<file path="config.mk">
export PLATFORM = sky130hd
export DESIGN_NAME = clk_freq_meter
export DESIGN_NICKNAME = d
export VERILOG_FILES = /design/src/rtl/clk_util_pkg.sv /design/src/rtl/sync_rise_detect.sv /design/src/rtl/clk_freq_meter.sv
export SDC_FILE = /design/constraint.sdc
export NUM_CORES = 1
export LEC_CHECK = 0
export ABC_AREA = 1
export CORE_MARGIN = 2
export CORE_UTILIZATION = 30
export DETAILED_ROUTE_END_ITERATION = 8
export MAX_ROUTING_LAYER = met4
export PLACE_DENSITY = 0.45
export SLEW_MARGIN = 20
export SYNTH_ARGS = -nofsm -noshare
export SYNTH_HDL_FRONTEND = slang
export SYNTH_SLANG_ARGS = --single-unit
export TNS_END_PERCENT = 100
</file>
<file path="constraint.sdc">
create_clock -name clk_in -period 4 [get_ports clk_in]
set_input_delay 0.8 -clock clk_in [delete_from_list [all_inputs] [get_ports clk_in]]
set_output_delay 0.8 -clock clk_in [all_outputs]
set_load 0.03 [all_outputs]
</file>
<file path="src/rtl/clk_util_pkg.sv">
// Shared clocking-utility definitions: meter FSM states and synchronizer/warm-up constants.
package clk_util_pkg;

  typedef enum logic [1:0] {
    WARM  = 2'd0,
    IDLE  = 2'd1,
    GATE  = 2'd2,
    LATCH = 2'd3
  } meter_state_e;

  localparam int unsigned SYNC_STAGES   = 2;
  localparam int unsigned WARMUP_CYCLES = 3;

endpackage

</file>
<file path="src/rtl/sync_rise_detect.sv">
// Brings an asynchronous input into the clk_in domain and flags its rising edges.
module sync_rise_detect
  import clk_util_pkg::*;
(
  input  logic clk_in,
  input  logic rst_n,
  input  logic sig_in,
  output logic rise
);

  // chain[SYNC_STAGES-1] is the synchronized level, chain[SYNC_STAGES] its one-cycle delay
  logic [SYNC_STAGES:0] chain;

  always_ff @(posedge clk_in or negedge rst_n) begin
    if (!rst_n) begin
      chain <= '0;
    end else begin
      chain <= {chain[SYNC_STAGES-1:0], sig_in};
    end
  end

  assign rise = chain[SYNC_STAGES-1] & ~chain[SYNC_STAGES];

endmodule

</file>
<file path="src/rtl/clk_freq_meter.sv">
// Counts sig_in rising edges over a gate window of PARAM_GATE_CYCLES clk_in cycles.
module clk_freq_meter
  import clk_util_pkg::*;
#(
  parameter int unsigned PARAM_INPUT_FREQ  = 100000000,
  parameter int unsigned PARAM_GATE_CYCLES = 100000000,
  parameter int unsigned PARAM_COUNT_WIDTH = 32
) (
  input  logic                         clk_in,
  input  logic                         rst_n,
  input  logic                         sig_in,
  input  logic                         start,
  input  logic                         continuous,
  output logic [PARAM_COUNT_WIDTH-1:0] freq_out,
  output logic                         freq_valid,
  output logic                         busy,
  output logic                         overflow
);

  localparam int unsigned CW     = PARAM_COUNT_WIDTH;
  localparam int unsigned GATE_W = $clog2(PARAM_GATE_CYCLES);
  localparam int unsigned WARM_W = $clog2(WARMUP_CYCLES + 1);
  localparam logic [GATE_W-1:0] LAST_GATE = GATE_W'(PARAM_GATE_CYCLES - 1);
  localparam logic [WARM_W-1:0] WARM_LAST = WARM_W'(WARMUP_CYCLES);

  if (PARAM_GATE_CYCLES < 2) begin : g_gate_check
    $error("clk_freq_meter: PARAM_GATE_CYCLES must be at least 2");
  end
  if (PARAM_INPUT_FREQ == 0) begin : g_freq_check
    $error("clk_freq_meter: PARAM_INPUT_FREQ must be non-zero");
  end

  meter_state_e      state, state_next;
  logic [WARM_W-1:0] warm_cnt;
  logic [GATE_W-1:0] gate_cnt;
  logic [CW-1:0]     edge_cnt;
  logic              overflow_acc;
  logic              rise;
  logic              enter_gate_c;

  sync_rise_detect u_sync (
    .clk_in (clk_in),
    .rst_n  (rst_n),
    .sig_in (sig_in),
    .rise   (rise)
  );

  always_ff @(posedge clk_in or negedge rst_n) begin
    if (!rst_n) begin
      state <= WARM;
    end else begin
      state <= state_next;
    end
  end

  always_comb begin
    state_next   = state;
    enter_gate_c = 1'b0;
    unique case (state)
      WARM:    if (warm_cnt == WARM_LAST) state_next = IDLE;
      IDLE:    if (start) state_next = GATE;
      GATE:    if (gate_cnt == LAST_GATE) state_next = LATCH;
      LATCH:   state_next = continuous ? GATE : IDLE;
      default: state_next = WARM;
    endcase
    enter_gate_c = (state_next == GATE) && (state != GATE);
  end

  // Counters and result registers; edges seen in IDLE/LATCH fall outside any window
  always_ff @(posedge clk_in or negedge rst_n) begin
    if (!rst_n) begin
      warm_cnt     <= '0;
      gate_cnt     <= '0;
      edge_cnt     <= '0;
      overflow_acc <= 1'b0;
      freq_out     <= '0;
      freq_valid   <= 1'b0;
      overflow     <= 1'b0;
      busy         <= 1'b1;
    end else begin
      freq_valid <= 1'b0;
      busy       <= (state_next != IDLE);

      if (state == WARM && warm_cnt != WARM_LAST) begin
        warm_cnt <= warm_cnt + WARM_W'(1);
      end

      if (enter_gate_c) begin
        gate_cnt     <= '0;
        edge_cnt     <= '0;
        overflow_acc <= 1'b0;
      end else if (state == GATE) begin
        gate_cnt <= gate_cnt + GATE_W'(1);
        if (rise) begin
          if (&edge_cnt) begin
            overflow_acc <= 1'b1;
          end else begin
            edge_cnt <= edge_cnt + CW'(1);
          end
        end
      end

      if (state == LATCH) begin
        freq_out   <= edge_cnt;
        overflow   <= overflow_acc;
        freq_valid <= 1'b1;
      end
    end
  end

endmodule

</file>
==> results.sh <==
export IMPL_post_cts_setup_buffer_count=0
export IMPL_tightest_slew_ps=869
export IMPL_maxCapViolCount=0
export IMPL_reg2reg_depth=9
export IMPL_yosys_top_cells_area="dfrtp_1 47%, nand2_1 18%, nand3_1 7.3%"
export IMPL_critical_path_max_stage_delay_ps=500
export IMPL_fin_crit_ps=2670
export IMPL_syn_area_per_cell_um2=7.18
export IMPL_r2r_end="edge_cnt[19]"
export IMPL_cts_sinks=102
export IMPL_start_util_pct=30.3
export IMPL_first_pass_iters=4
export IMPL_cp_num_buf_inv=5
export IMPL_place_gp_congestion=0.899
export IMPL_die_area_um2=19100
export IMPL_place_ws_ps=954
export IMPL_hold_violations=0
export IMPL_area_growth_pct=16.1
export IMPL_die_y_um=138
export IMPL_peakVddDrop_v=0.000255
export IMPL_clock_latency_ps=360
export IMPL_wirelength_um=14100
export IMPL_grt_pass1_vias=4671
export IMPL_layout_setup_ws_ps=1330
export IMPL_floorplan_core_area_um2=17800
export IMPL_skew_ps=8.14
export IMPL_ys_seq_area_share_pct=47.2
export IMPL_path_cells="clkdlybuf4s50_1 -> inv_1 -> nand3_1 -> nand2_4 -> inv_2 -> nand2_1 -> buf_4 -> nand3_2 -> nand3_4 -> buf_4 -> o21ai_0"
export IMPL_vias_per_cell=4.68
export IMPL_ant_nets=0
export IMPL_grt_pass1_wl_um=23600
export IMPL_die_width_um=138
export IMPL_crit_arrival_ps=2890
export IMPL_synth_area_um2=5410
export IMPL_finalNetCount=798
export IMPL_drive_above_1_share_pct=4.66
export IMPL_ctsHoldBuffers=0
export IMPL_route_detailed_drc=0
export IMPL_numPortBuffers=39
export IMPL_worstSetupStartpointType="primary input"
export IMPL_via_count=4784
export IMPL_status="finished clean"
export IMPL_crit_slowest_cell="buf_4"
export IMPL_synth_seq_cells=102
export IMPL_r2r_start="edge_cnt[0]"
export IMPL_end_kind="flop"
export IMPL_cts_buffers=9
export IMPL_wire_per_inst_um=13.8
export IMPL_crit_start="continuous"
export IMPL_hpwl_um=10500
export IMPL_gr_total_overflow=0
export IMPL_relSlewSlack_pct=42.1
export IMPL_clk_path_buf_depth=2
export IMPL_setup_viol=0
export IMPL_synth_cells=754
export IMPL_period_share_pct=66.8
export IMPL_cp_depth=11
export IMPL_crit_family="buffers and inverters"
export IMPL_rows=49
export IMPL_synth_top_area_share_pct=46.7
export IMPL_hold_path_class="flop to flop"
export IMPL_cts_resized=0
export IMPL_cp_required_ps=4220
export IMPL_synth_top_area_cell="dfrtp_1"
export IMPL_rsz0062_at_grt="no"
export IMPL_clkTransAtPathRegs_ps=70
export IMPL_crit_fanout=64
export IMPL_yosys_warnings=0
export IMPL_critPathCapture="edge_cnt[19]"
export IMPL_diodes=0
export IMPL_root_buffer="clkbuf_16"
export IMPL_cts_tree="built"
export IMPL_htree_levels=3
export IMPL_grt_usage_pct=15.9
export IMPL_antenna_found_initial=0
export IMPL_power_leakage_nw=2.57
export IMPL_grt_max_degree=67
export IMPL_power_density_nw_per_um2=443
export IMPL_drv_slew=0
export IMPL_worstSetupPathType="primary input to flop"
export IMPL_pin_count=40
export IMPL_rrSetupSlack_ps=1520
export IMPL_yosysUniqueCellTypes=29
export IMPL_place_area_um2=6010
export IMPL_drt_initial_drc_count=277
export IMPL_syn_nets=762
export IMPL_setup_tns_ps=0
export IMPL_max_freq_mhz=374
export IMPL_cpMostUsedCell="buf_4"
export IMPL_stdcell_area_um2=6280
[power breakdown]
part	internal [W]	leakage (nW)	switching, W
Combinational	0.000174	1.04	0.000586
Clock	0.000452	0.131	0.000397
Sequential	0.00111	1.40	0.0000686
Total	0.00173	2.57	0.00105
[cells by family after synthesis]
group	Yosys count	share of synthesized area, %
buf+inv	94	7.49
simple gates	460	35.6
fa+ha+maj	3	0.693
flops	102	47.2
xor+xnor	3	0.485
compound gates	92	8.57
[per-layer routing]
metal	track usage [%]	wire length [um]
met1	18.0	6100
met2	28.0	7250
met3	3.36	424
met4	5.32	374
met5	-	0
[synthesized netlist by cell type (all sizes together)]
library cell and count:
xor2 3, dfstp 1, inv 74, dfrtp 101, nand3 81, ha 3, nor2 94, a22o 1
nand4 9, nor3b 2, buf 14, nand2 265, a21oi 2, o21ai 89, nand3b 2, nor3 7
clkbuf 6
[worst min-delay path by stage]
stage | from | end | slack [ps] | depth (start not counted)
after floorplan | u_sync.chain[0] | u_sync.chain[1] | 330 | 0
after global placement | u_sync.chain[0] | u_sync.chain[1] | 340 | 0
after detailed placement | u_sync.chain[0] | u_sync.chain[1] | 340 | 0
after CTS | u_sync.chain[0] | u_sync.chain[1] | 350 | 0
after global routing | u_sync.chain[0] | u_sync.chain[1] | 370 | 0
final | u_sync.chain[0] | u_sync.chain[1] | 350 | 0
[through the flow]
step                cells  utilization [%]  hold slack [ps]  power, W
CTS                  1023             35.2              352   0.00283
floorplan             754                -              331   0.00179
finish               1023             35.2              346   0.00278
detailed placement   1008             33.7              336   0.00197
global placement     1008             33.7              337   0.00196
global route         1023             35.2              368   0.00296
[placed cells by master (no fill, tap or decap), types with 7 or more instances in the layout]
cell type / Yosys / routed
clkbuf_16: 0 / 9
nor2_1: 91 / 91
nand3_1: 79 / 79
o21ai_1: 30 / 30
clkdlybuf4s50_1: 0 / 38
nand4_1: 9 / 9
o21ai_0: 59 / 59
nand2_1: 260 / 259
buf_4: 2 / 7
dfrtp_1: 101 / 101
inv_1: 71 / 71
[flip-flops by register name, summed over array words and instances, names as in the netlist]
signal,flops
state,2
edge_cnt,32
u_sync.chain,3
busy,1
freq_out,32
warm_cnt,2
gate_cnt,27
overflow,1
overflow_acc,1
freq_valid,1
[worst register-to-register path: cells and delay by family, from the launching register on]
kind	cells	cell delay, ps
flip-flops	1	490
buffers and inverters	2	600
AND/OR/NAND/NOR	5	730
adder cells (fa/ha/maj)	1	340
AO/OA/AOI/OAI	1	200
[cell type report]
type | instances | area [um2]
Multi-Input combinational cell | 558 | 2460
Clock buffer | 12 | 256
Tap cell | 229 | 287
Clock inverter | 3 | 20.0
Timing Repair Buffer | 45 | 433
Sequential cell | 102 | 2550
Fill cell | 1914 | 11600
Inverter | 74 | 278
No activity file was read; power rests on OpenSTA's default activity.
